--- config.mk ---
export PLATFORM = sky130hd
export DESIGN_NAME = aurora_tx_arbiter
export DESIGN_NICKNAME = d
export VERILOG_FILES = /design/src/rtl/aurora_tx_arbiter.sv
export SDC_FILE = /design/constraint.sdc
export NUM_CORES = 1
export LEC_CHECK = 0
export BUFFER_PORTS_ARGS = -buffer_cell sky130_fd_sc_hd__buf_2
export CORE_ASPECT_RATIO = 0.7
export CORE_MARGIN = 10
export CORE_UTILIZATION = 30
export DETAILED_ROUTE_END_ITERATION = 8
export MAX_ROUTING_LAYER = met4
export RECOVER_POWER = 50
export SETUP_SLACK_MARGIN = 0.1
export SLEW_MARGIN = 0
export SYNTH_ARGS = -nofsm -noshare
export SYNTH_HDL_FRONTEND = slang
export SYNTH_SLANG_ARGS = --single-unit
--- constraint.sdc ---
create_clock -name USER_CLK -period 18.2 [get_ports USER_CLK]
set_clock_uncertainty 0.15 [all_clocks]
set_input_delay 3.64 -clock USER_CLK [delete_from_list [all_inputs] [get_ports USER_CLK]]
set_output_delay 3.64 -clock USER_CLK [all_outputs]
set_load 0.005 [all_outputs]
--- src/rtl/aurora_tx_arbiter.sv ---
// aurora_tx_arbiter
//
// Shares one Aurora LocalLink-style TX stream among N_SRC requesters in the
// USER_CLK domain. Whole bursts are granted round-robin. Each burst begins
// with one header word, {4'hA, source[3:0], length[7:0]}, placed in the top
// 16 bits of the word. The granted source's payload words then follow as a
// combinational pass-through. Losing CHANNEL_UP cuts the burst at once, and
// the cut burst is never resumed.
//
// Ports
//   USER_CLK      in   user clock, rising edge
//   RESET         in   synchronous, active-high
//   CHANNEL_UP    in   link status; a grant is issued only while it is high
//   REQ           in   [N_SRC]            per-source burst request (level)
//   REQ_LEN       in   [N_SRC*LEN_WIDTH]  per-source payload word count
//   GNT           out  [N_SRC]            one-hot grant, held for the burst
//   SRC_D         in   [N_SRC*DATA_WIDTH] per-source payload word
//   SRC_VALID     in   [N_SRC]            per-source payload word valid
//   SRC_POP       out  [N_SRC]            per-source word consumed this cycle
//   TX_D          out  [0:DATA_WIDTH-1]   to the Aurora core (bit 0 is the MSB)
//   TX_SRC_RDY_N  out  source ready to the Aurora core, active-low
//   TX_DST_RDY_N  in   destination ready from the Aurora core, active-low
//   BURST_DONE    out  one-cycle pulse after the last word of a burst
//   BURST_ABORT   out  one-cycle pulse after a burst is cut by link loss
//   CUR_SRC       out  [4] index of the latched source

module aurora_tx_arbiter #(
    parameter int DATA_WIDTH = 16,
    parameter int N_SRC      = 4,
    parameter int LEN_WIDTH  = 8
) (
    input  logic                          USER_CLK,
    input  logic                          RESET,
    input  logic                          CHANNEL_UP,
    input  logic [N_SRC-1:0]              REQ,
    input  logic [N_SRC*LEN_WIDTH-1:0]    REQ_LEN,
    output logic [N_SRC-1:0]              GNT,
    input  logic [N_SRC*DATA_WIDTH-1:0]   SRC_D,
    input  logic [N_SRC-1:0]              SRC_VALID,
    output logic [N_SRC-1:0]              SRC_POP,
    output logic [0:DATA_WIDTH-1]         TX_D,
    output logic                          TX_SRC_RDY_N,
    input  logic                          TX_DST_RDY_N,
    output logic                          BURST_DONE,
    output logic                          BURST_ABORT,
    output logic [3:0]                    CUR_SRC
);

    typedef enum logic [1:0] {
        IDLE = 2'd0,
        HDR  = 2'd1,
        DATA = 2'd2
    } state_t;

    state_t                  state_q, state_d;
    logic [3:0]              cur_q,   cur_d;
    logic [3:0]              last_q,  last_d;
    logic [LEN_WIDTH-1:0]    cnt_q,   cnt_d;
    logic [DATA_WIDTH-1:0]   hdr_q,   hdr_d;
    logic                    done_q,  done_d;
    logic                    abort_q, abort_d;

    logic [3:0]              sel;
    logic [LEN_WIDTH-1:0]    sel_len;
    logic                    cur_valid;
    logic [DATA_WIDTH-1:0]   cur_data;
    logic [DATA_WIDTH-1:0]   tx_word;
    logic                    tx_rdy_n;
    logic                    xfer;

    // The header occupies the top 16 bits of the word; any lower bits are zero.
    function automatic logic [DATA_WIDTH-1:0] make_header(input logic [3:0] src,
                                                          input logic [LEN_WIDTH-1:0] len);
        logic [DATA_WIDTH-1:0] w;
        w = '0;
        w[DATA_WIDTH-1 -: 16] = {4'hA, src, 8'(len)};
        return w;
    endfunction

    // Round-robin pick. The distance of source i from last+1 (modulo N_SRC)
    // sets its priority, and the requester at the smallest distance wins.
    always_comb begin
        int best_d;
        int d;
        sel     = last_q;
        sel_len = '0;
        best_d  = N_SRC;
        for (int i = 0; i < N_SRC; i++) begin
            d = i - int'(last_q) - 1;
            if (d < 0) d = d + N_SRC;
            if (REQ[i] && d < best_d) begin
                best_d = d;
                sel    = 4'(i);
            end
        end
        for (int i = 0; i < N_SRC; i++) begin
            if (sel == 4'(i)) sel_len = REQ_LEN[i*LEN_WIDTH +: LEN_WIDTH];
        end
    end

    // Mux the latched source's valid and data.
    always_comb begin
        cur_valid = 1'b0;
        cur_data  = '0;
        for (int i = 0; i < N_SRC; i++) begin
            if (cur_q == 4'(i)) begin
                cur_valid = SRC_VALID[i];
                cur_data  = SRC_D[i*DATA_WIDTH +: DATA_WIDTH];
            end
        end
    end

    // Link-side outputs. Losing CHANNEL_UP drops ready and pops in the same
    // cycle, so no word can transfer while the link is down.
    always_comb begin
        tx_rdy_n = 1'b1;
        tx_word  = '0;
        GNT      = '0;
        SRC_POP  = '0;
        case (state_q)
            HDR: begin
                for (int i = 0; i < N_SRC; i++) GNT[i] = (cur_q == 4'(i));
                tx_word  = hdr_q;
                tx_rdy_n = ~CHANNEL_UP;
            end
            DATA: begin
                for (int i = 0; i < N_SRC; i++) begin
                    GNT[i]     = (cur_q == 4'(i));
                    SRC_POP[i] = (cur_q == 4'(i)) & cur_valid & ~TX_DST_RDY_N & CHANNEL_UP;
                end
                tx_word  = cur_data;
                tx_rdy_n = ~(cur_valid & CHANNEL_UP);
            end
            default: ;
        endcase
    end

    assign xfer         = ~tx_rdy_n & ~TX_DST_RDY_N;
    assign TX_D         = tx_word;
    assign TX_SRC_RDY_N = tx_rdy_n;
    assign BURST_DONE   = done_q;
    assign BURST_ABORT  = abort_q;
    assign CUR_SRC      = cur_q;

    always_comb begin
        state_d = state_q;
        cur_d   = cur_q;
        last_d  = last_q;
        cnt_d   = cnt_q;
        hdr_d   = hdr_q;
        done_d  = 1'b0;
        abort_d = 1'b0;
        case (state_q)
            IDLE: begin
                if (CHANNEL_UP && (|REQ)) begin
                    cur_d   = sel;
                    last_d  = sel;
                    cnt_d   = sel_len;
                    hdr_d   = make_header(sel, sel_len);
                    state_d = HDR;
                end
            end
            HDR: begin
                if (!CHANNEL_UP) begin
                    state_d = IDLE;
                    abort_d = 1'b1;
                end else if (xfer) begin
                    if (cnt_q == '0) begin
                        state_d = IDLE;
                        done_d  = 1'b1;
                    end else begin
                        state_d = DATA;
                    end
                end
            end
            DATA: begin
                if (!CHANNEL_UP) begin
                    state_d = IDLE;
                    abort_d = 1'b1;
                end else if (xfer) begin
                    cnt_d = cnt_q - 1'b1;
                    if (cnt_q == LEN_WIDTH'(1)) begin
                        state_d = IDLE;
                        done_d  = 1'b1;
                    end
                end
            end
            default: state_d = IDLE;
        endcase
    end

    always_ff @(posedge USER_CLK) begin
        if (RESET) begin
            state_q <= IDLE;
            cur_q   <= 4'd0;
            last_q  <= 4'(N_SRC - 1);
            done_q  <= 1'b0;
            abort_q <= 1'b0;
        end else begin
            state_q <= state_d;
            cur_q   <= cur_d;
            last_q  <= last_d;
            done_q  <= done_d;
            abort_q <= abort_d;
        end
    end

    // The length counter and header word are only read outside IDLE, and
    // both are loaded when a grant is issued, so they are left out of reset.
    always_ff @(posedge USER_CLK) begin
        cnt_q <= cnt_d;
        hdr_q <= hdr_d;
    end

endmodule

==> summary.txt, run 1 <==
Detailed routing
  – Vias per std cell: between 5 and 6
  – Antenna Nets Post-Route: 0
  – DRT Pass-1 Iters: 5
  – DRC Markers: 0
  – Routed WL per cell: ~18 um
  – Post-Route WL: roughly 16,000 um
  – Total number of vias: 4,516
  – Initial DRC count: ~360

Finish
  – Nets: around 810
  – P&R area growth vs syn: 20.9%
  – Final core occ: 0.376
  – Layout cell share with drive strength beyond 1: 0.299
  – Design area: approximately 5300 um^2
  – Commonest non-fill, non-tap cell in the layout: buf_2
  – Most frequent cells in the layout: 125 x buf_2, 67 x nand2_1, 38 x ha_1, 36 x nor2_1, 34 x a21oi_1
  – Diode count: 0

Logic synthesis
  – Asr flop ratio synth: 0
  – Sequential area share after synthesis: 0.183
  – Synth cell types: 82
  – Syn. warnings: 0
  – #FFs+latches synth: 30
  – Count of flip-flops with a built-in enable after synthesis: 20
  – Mapped Cells: 544
  – Mapped Area: ~4400 um^2
  – Syn_nets: between 600 and 700
  – Top FF cell, synth: edfxtp_1
  – Avg Cell Area, Syn: between 8 and 9 um^2

STA
  – Setup violators final: 0
  – Worst-margin pin slew: 1.08 ns
  – Fin. Hold Viols: 0
  – Final setup TNS: 0 ns
  – Maximum clock rate: roughly 98 MHz
  – Final period util: 0.563
  – Slew HR: 0.281
  – RSZ-0062 raised after global routing: no
  – Shortest period the worst path allows: between 10 and 15 ns
  – Hold WS: between 0.3 and 0.4 ns
  – Final max-slew violation count: 0
  – Setup ws final: 7.96 ns

Min path
  – WHS Path Cells: 1
  – Hold crit path type: flip-flop to flip-flop
  – Worst Hold Path EP: state_q[1]
  – Hold_sp: state_q[1]

Global routing
  – First-pass GRT wire length: approximately 24,000 um
  – Vias in the first global route: roughly 4.3k
  – Total gr overflow: 0
  – Total track usage: 0.154
  – Largest net degree at the start of global routing: 25
  – Initial antenna violation count: 0

Place
  – Placed inst area: around 5200 um^2
  – Dpl hpwl: 12,900 um
  – Port Buf Inserts: 138
  – GP Congestion: approximately 1
  – Pre-CTS setup slack: approximately 8.0 ns

CTS
  – TritonCTS clock tree: built
  – Clock sinks: 30
  – Worst skew pair latency: about 0.28 ns
  – Worst-path clk slew: approximately 0.050 ns
  – # hold bufs at CTS: 0
  – Post-CTS Resized: 0
  – CTS Buf Count: 5
  – CTS Root Cell: clkbuf_16
  – Post-CTS Setup Inserts: 0
  – H-tree Lvls: 2
  – CTS max path bufs: 2

Critical path
  – Critical R2R Launch: CUR_SRC[3]
  – Crit path DAT: around 10 ns
  – Worst reg2reg path depth: 33
  – Reg-to-Reg End: cnt_q[1]
  – Critical path required time: between 15 and 20 ns
  – R2r setup slk: 8.15 ns
  – Crit Path Category: input port to flip-flop
  – CP Launch Type: input port
  – Max FO, Critical Path: 15
  – Critical Path End Type: flip-flop

Floorplanning
  – Starting density of the core: 0.311
  – I/O Pins: between 100 and 150
  – Row Count: 36
  – Die Wd: about 160 um
  – Core Area: ~14,000 um^2
  – Full die area: ~20,000 um^2
  – Vert. Die Dim: 121 um

Run status
  – Status: complete, no violations

Pwr
  – Leak: roughly 2.3 nW
  – Power per Cell Area: ~260 nW/um^2
  – Peak supply drop: about 0.13 mV

Flow run
  – Max Cap Viol: 0
-- cell families after synthesis --
logic type,count (synthesis),synth area share
AOI/OAI and AO/OA,150,0.251
and+or+nand+nor,200,0.234
buffers and inverters,63,0.0657
DFF,30,0.183
muxes,35,0.0931
xor gates and xnor gates,28,0.0651
adders and majority gates,38,0.108
-- synth_stat cells, types with 3 or more instances --
cell	count	share of area
a22oi_1	7	0.012
nor3_1	17	0.019
a21o_1	3	0.0051
nor4_1	4	0.0057
xor2_1	7	0.014
o211ai_1	5	0.0086
a211oi_1	4	0.0069
nand2_1	67	0.057
dfxtp_1	10	0.046
nor2_1	36	0.031
buf_6	5	0.013
mux2_2	26	0.067
xnor2_1	18	0.036
inv_1	29	0.025
o211a_1	10	0.023
buf_2	3	0.0034
and2_1	8	0.011
nand3_1	12	0.014
a31oi_1	6	0.0086
ha_1	38	0.11
nor2_2	7	0.010
edfxtp_1	20	0.14
mux2i_1	7	0.016
clkbuf_1	21	0.018
o31ai_2	7	0.020
o21a_1	3	0.0051
nor2b_1	10	0.014
o21ai_0	30	0.034
o22ai_1	13	0.019
nand2b_1	9	0.013
and3_1	6	0.0086
a21oi_1	34	0.039
-- area by class of cell --
class | instances | area, um^2
timing repair buffer | 143 | 701
sequential | 30 | 801
inverter | 30 | 114
fill | 1490 | 8800
clock buffer | 6 | 139
multi-input combinational | 451 | 3290
tap | 190 | 238
clock inverter | 2 | 11.3
-- metal layers --
layer / global-route usage / vias to the layer above / routed length (um)
met5: - / - / 0
met2: 0.221 / 210 / 6270
met3: 0.0305 / 6 / 1620
met1: 0.220 / 2075 / 7730
met4: 0.0237 / 0 / 79
li1: - / 2225 / -
-- state kept, by name (all words and copies together), names as in the netlist --
signal,count
last_q,2
cnt_q,8
hdr_q,12
state_q,2
BURST_DONE,1
CUR_SRC,4
BURST_ABORT,1
-- report_power, final --
group / switching (mW) / internal [mW] / leakage [nW]
clock: 0.0294 / 0.0541 / 0.0772
sequential: 0.0329 / 0.148 / 0.276
combinational: 0.646 / 0.440 / 1.97
total: 0.709 / 0.643 / 2.32
-- how the worst max path moves through the flow --
stage / start / to / slack [ns] / cells past startpoint
6_report: REQ[0] / cnt_q[1] / 7.96 / 26
5_1_grt: CUR_SRC[3] / cnt_q[6] / 7.48 / 34
4_1_cts: REQ[0] / cnt_q[1] / 8.32 / 26
3_5_place_dp: REQ[0] / cnt_q[6] / 8.03 / 26
3_3_place_gp: REQ[0] / cnt_q[6] / 8.04 / 27
2_1_floorplan: REQ[0] / cnt_q[0] / 9.34 / 28
-- stage by stage --
step | cells | power [mW]
3_3_place_gp | 844 | 1.24
2_1_floorplan | 544 | 1.02
4_1_cts | 852 | 1.33
3_5_place_dp | 844 | 1.24
5_1_grt | 852 | 1.49
6_report | 852 | 1.35
-- critical path, cell delays in order --
cell and delay [ns]:
clkbuf_1 0.26, o31ai_4 0.20, and2_4 0.22, nor3_1 0.26, ha_1 0.28, nor3_1 0.25
nor2_1 0.10, nand2_1 0.07, nand2_1 0.16, nand2_1 0.26, mux2i_1 0.43, ha_1 0.21
nand3_1 0.18, a311oi_1 0.25, a21oi_1 0.14, nor2_1 0.65, o21ai_0 0.27, ha_1 0.36
nand3_1 0.07, a21oi_1 0.13, o41ai_1 0.13, and3b_1 0.30, o21ai_4 0.11, a41oi_2 0.74
o211a_1 0.32, o31ai_2 0.07
Power figures use the tool's default switching activity.
==> inputs of run 2 (changes only) <==
- clock period: 18.2 -> 8.45 ns (I/O delays scaled with it)
==> summary.txt, run 2 (same netlist as run 1, synthesis figures left out) <==
Critical path
  – Crit path top cell by count: ha_1
  – Max FO, Critical Path: 15 (unchanged)
  – Crit path DAT: 7.92 ns (-2.18 ns)
  – Crit Path Category: flip-flop to flip-flop
  – Critical path required time: 8.40 ns (-9.66 ns)
  – CP Launch Type: flip-flop
  – Slowest cell on crit path: a2111oi_0
  – Critical Path End Type: flip-flop
  – Worst path max stage delay: 0.44 ns (-0.30 ns)

Finish
  – Storage element area: 801 um^2 (unchanged)
  – Largest reg by FF count: hdr_q
  – P&R area growth vs syn: 23.4%
  – Layout cell share with drive strength beyond 1: 0.317 (+0.0179)
  – Diode count: 0 (unchanged)
  – Nets: 820 (+1.6%)
  – Largest register FFs: 12 (unchanged)
  – Most frequent cells in the layout: 126 x buf_2, 67 x nand2_1, 37 x ha_1, 36 x nor2_1, 34 x a21oi_1
  – Commonest non-fill, non-tap cell in the layout: buf_2
  – Fillers: 1,455 (-2.3%)
  – Area occupied by multi-input gates: 3300 um^2 (+0.27%)

Global routing
  – Largest net degree at the start of global routing: 40 (+60%)
  – First-pass GRT wire length: 23,700 um (-1.5%)
  – Vias in the first global route: 4,242 (-2.4%)
  – Total gr overflow: 0 (unchanged)
  – Initial antenna violation count: 0 (unchanged)
  – Total track usage: 0.151 (-0.00268)

Detailed routing
  – DR top layer: met4
  – Post-Route WL: 15,700 um (+0.17%)
  – Total number of vias: 4,483 (-0.73%)
  – Antenna Nets Post-Route: 0 (unchanged)
  – DRC Markers: 0 (unchanged)
  – DR WL met2: 6170 um (-1.6%)
  – Vias per std cell: 5.18 (-2.2%)
  – Met3 wire length: 1720 um (+6.6%)
  – Routed WL per cell: 18.2 um (-1.3%)
  – DRT Pass-1 Iters: 5 (unchanged)
  – Initial DRC count: 323 (-9.3%)
  – Metal-1 WL: 7720 um (-0.17%)

Run status
  – Violated checks: max-capacitance violations, max-slew violations
  – Status: complete, but fails checks

Floorplanning
  – Row Count: 36 (unchanged)
  – Core Area: 14,100 um^2 (unchanged)
  – I/O Pins: 139 (unchanged)
  – Die Wd: 164 um (unchanged)
  – Starting density of the core: 0.311 (unchanged)
  – Vert. Die Dim: 121 um (unchanged)
  – Full die area: 19,900 um^2 (unchanged)

Min path
  – Hold crit path type: flip-flop to flip-flop

CTS
  – Worst-path clk slew: 0.05 ns (about the same)
  – CTS Buf Count: 5 (unchanged)
  – Post-CTS Resized: 0 (unchanged)
  – Clock sinks: 30 (unchanged)
  – Worst skew pair latency: 0.28 ns (about the same)
  – Post-CTS Setup Inserts: 0 (unchanged)
  – TritonCTS clock tree: built
  – CTS max path bufs: 2 (unchanged)
  – CTS Root Cell: clkbuf_16
  – # hold bufs at CTS: 0 (unchanged)
  – H-tree Lvls: 2 (unchanged)

Pwr
  – P_int: 1.43 mW (+120%)
  – Power per Cell Area: 552 nW/um^2 (+120%)
  – Psw: 1.55 mW (+120%)
  – Sw Ratio: 0.520 (-0.00466)
  – Peak supply drop: 0.225 mV (+69%)
  – Flop pwr share: 0.125 (-0.009)
  – Leak: 2.38 nW (+2.7%)
  – Clock power share: 0.060 (-0.002)
  – Gate power share: 0.816 (+0.012)

STA
  – Shortest period the worst path allows: 7.97 ns
  – Worst-margin pin slew: 1.89 ns (+0.809 ns)
  – Setup violators final: 0 (unchanged)
  – Maximum clock rate: between 100 and 150 MHz
  – Slew HR: -0.258 (-0.539)
  – Final max-slew violation count: 40 (+40)
  – RSZ-0062 raised after global routing: no
  – Final period util: 0.944
  – Hold WS: 0.382 ns (-0.0114 ns)
  – Final setup TNS: 0 ns (unchanged)
  – Fin. Hold Viols: 0 (unchanged)

Place
  – Dpl hpwl: 13,100 um (+1.7%)
  – GP Congestion: 0.926 (-6.4%)
  – Port Buf Inserts: 138 (unchanged)

Flow run
  – Max Cap Viol: 1 (+1)
[run 2: worst paths after layout]
path	cells after the start	endpoint	slack [ns]	startpoint
min	1	state_q[1]	0.38	state_q[1]
max reg2reg	36	cnt_q[7]	0.48	last_q[0]
max	36	cnt_q[7]	0.48	last_q[0]
min reg2reg	1	state_q[1]	0.38	state_q[1]
[run 2: power by group through the flow]
stage	combinational (mW)	clock, mW	sequential, mW
final	2.44	0.178	0.373
after floorplan	1.84	0	0.348
after global routing	2.71	0.190	0.379
after detailed placement	2.37	0	0.374
after global placement	2.38	0	0.374
after CTS	2.39	0.180	0.371
[run 2: critical path: cells and delay by family (launching register included)]
family                     cells  cell delay [ns]
and+or+nand+nor               12             2.39
muxes                          1             0.21
buffers and inverters          4             0.68
xor gates and xnor gates       1             0.16
adders and majority gates      5             1.46
DFF                            1             0.32
AOI/OAI and AO/OA             13             2.40
[run 2: metal layers]
metal / up-vias / track usage
met5: - / -
met4: 0 / 0.0221
met3: 10 / 0.0410
met2: 203 / 0.209
met1: 2026 / 0.216
li1: 2244 / -
[run 2: final cells by class]
| cell class | instances | area share |
|---|---|---|
| inverter | 30 | 0.0213 |
| clock inverter | 1 | 0.000925 |
| multi-input combinational | 451 | 0.611 |
| timing repair buffer | 156 | 0.149 |
| tap | 190 | 0.0440 |
| clock buffer | 7 | 0.0264 |
| sequential | 30 | 0.148 |
[run 2: per-stage QoR]
stage	std cells	power, mW	instance area [um^2]	setup WS, ns	utilization
floorplan	544	2.19	4380	0.471	-
global placement	857	2.75	5270	0.721	0.374
detailed placement	857	2.74	5270	0.604	0.374
CTS	865	2.94	5420	0.588	0.385
global route	865	3.28	5410	0.0449	0.384
finish	865	2.99	5410	0.476	0.384
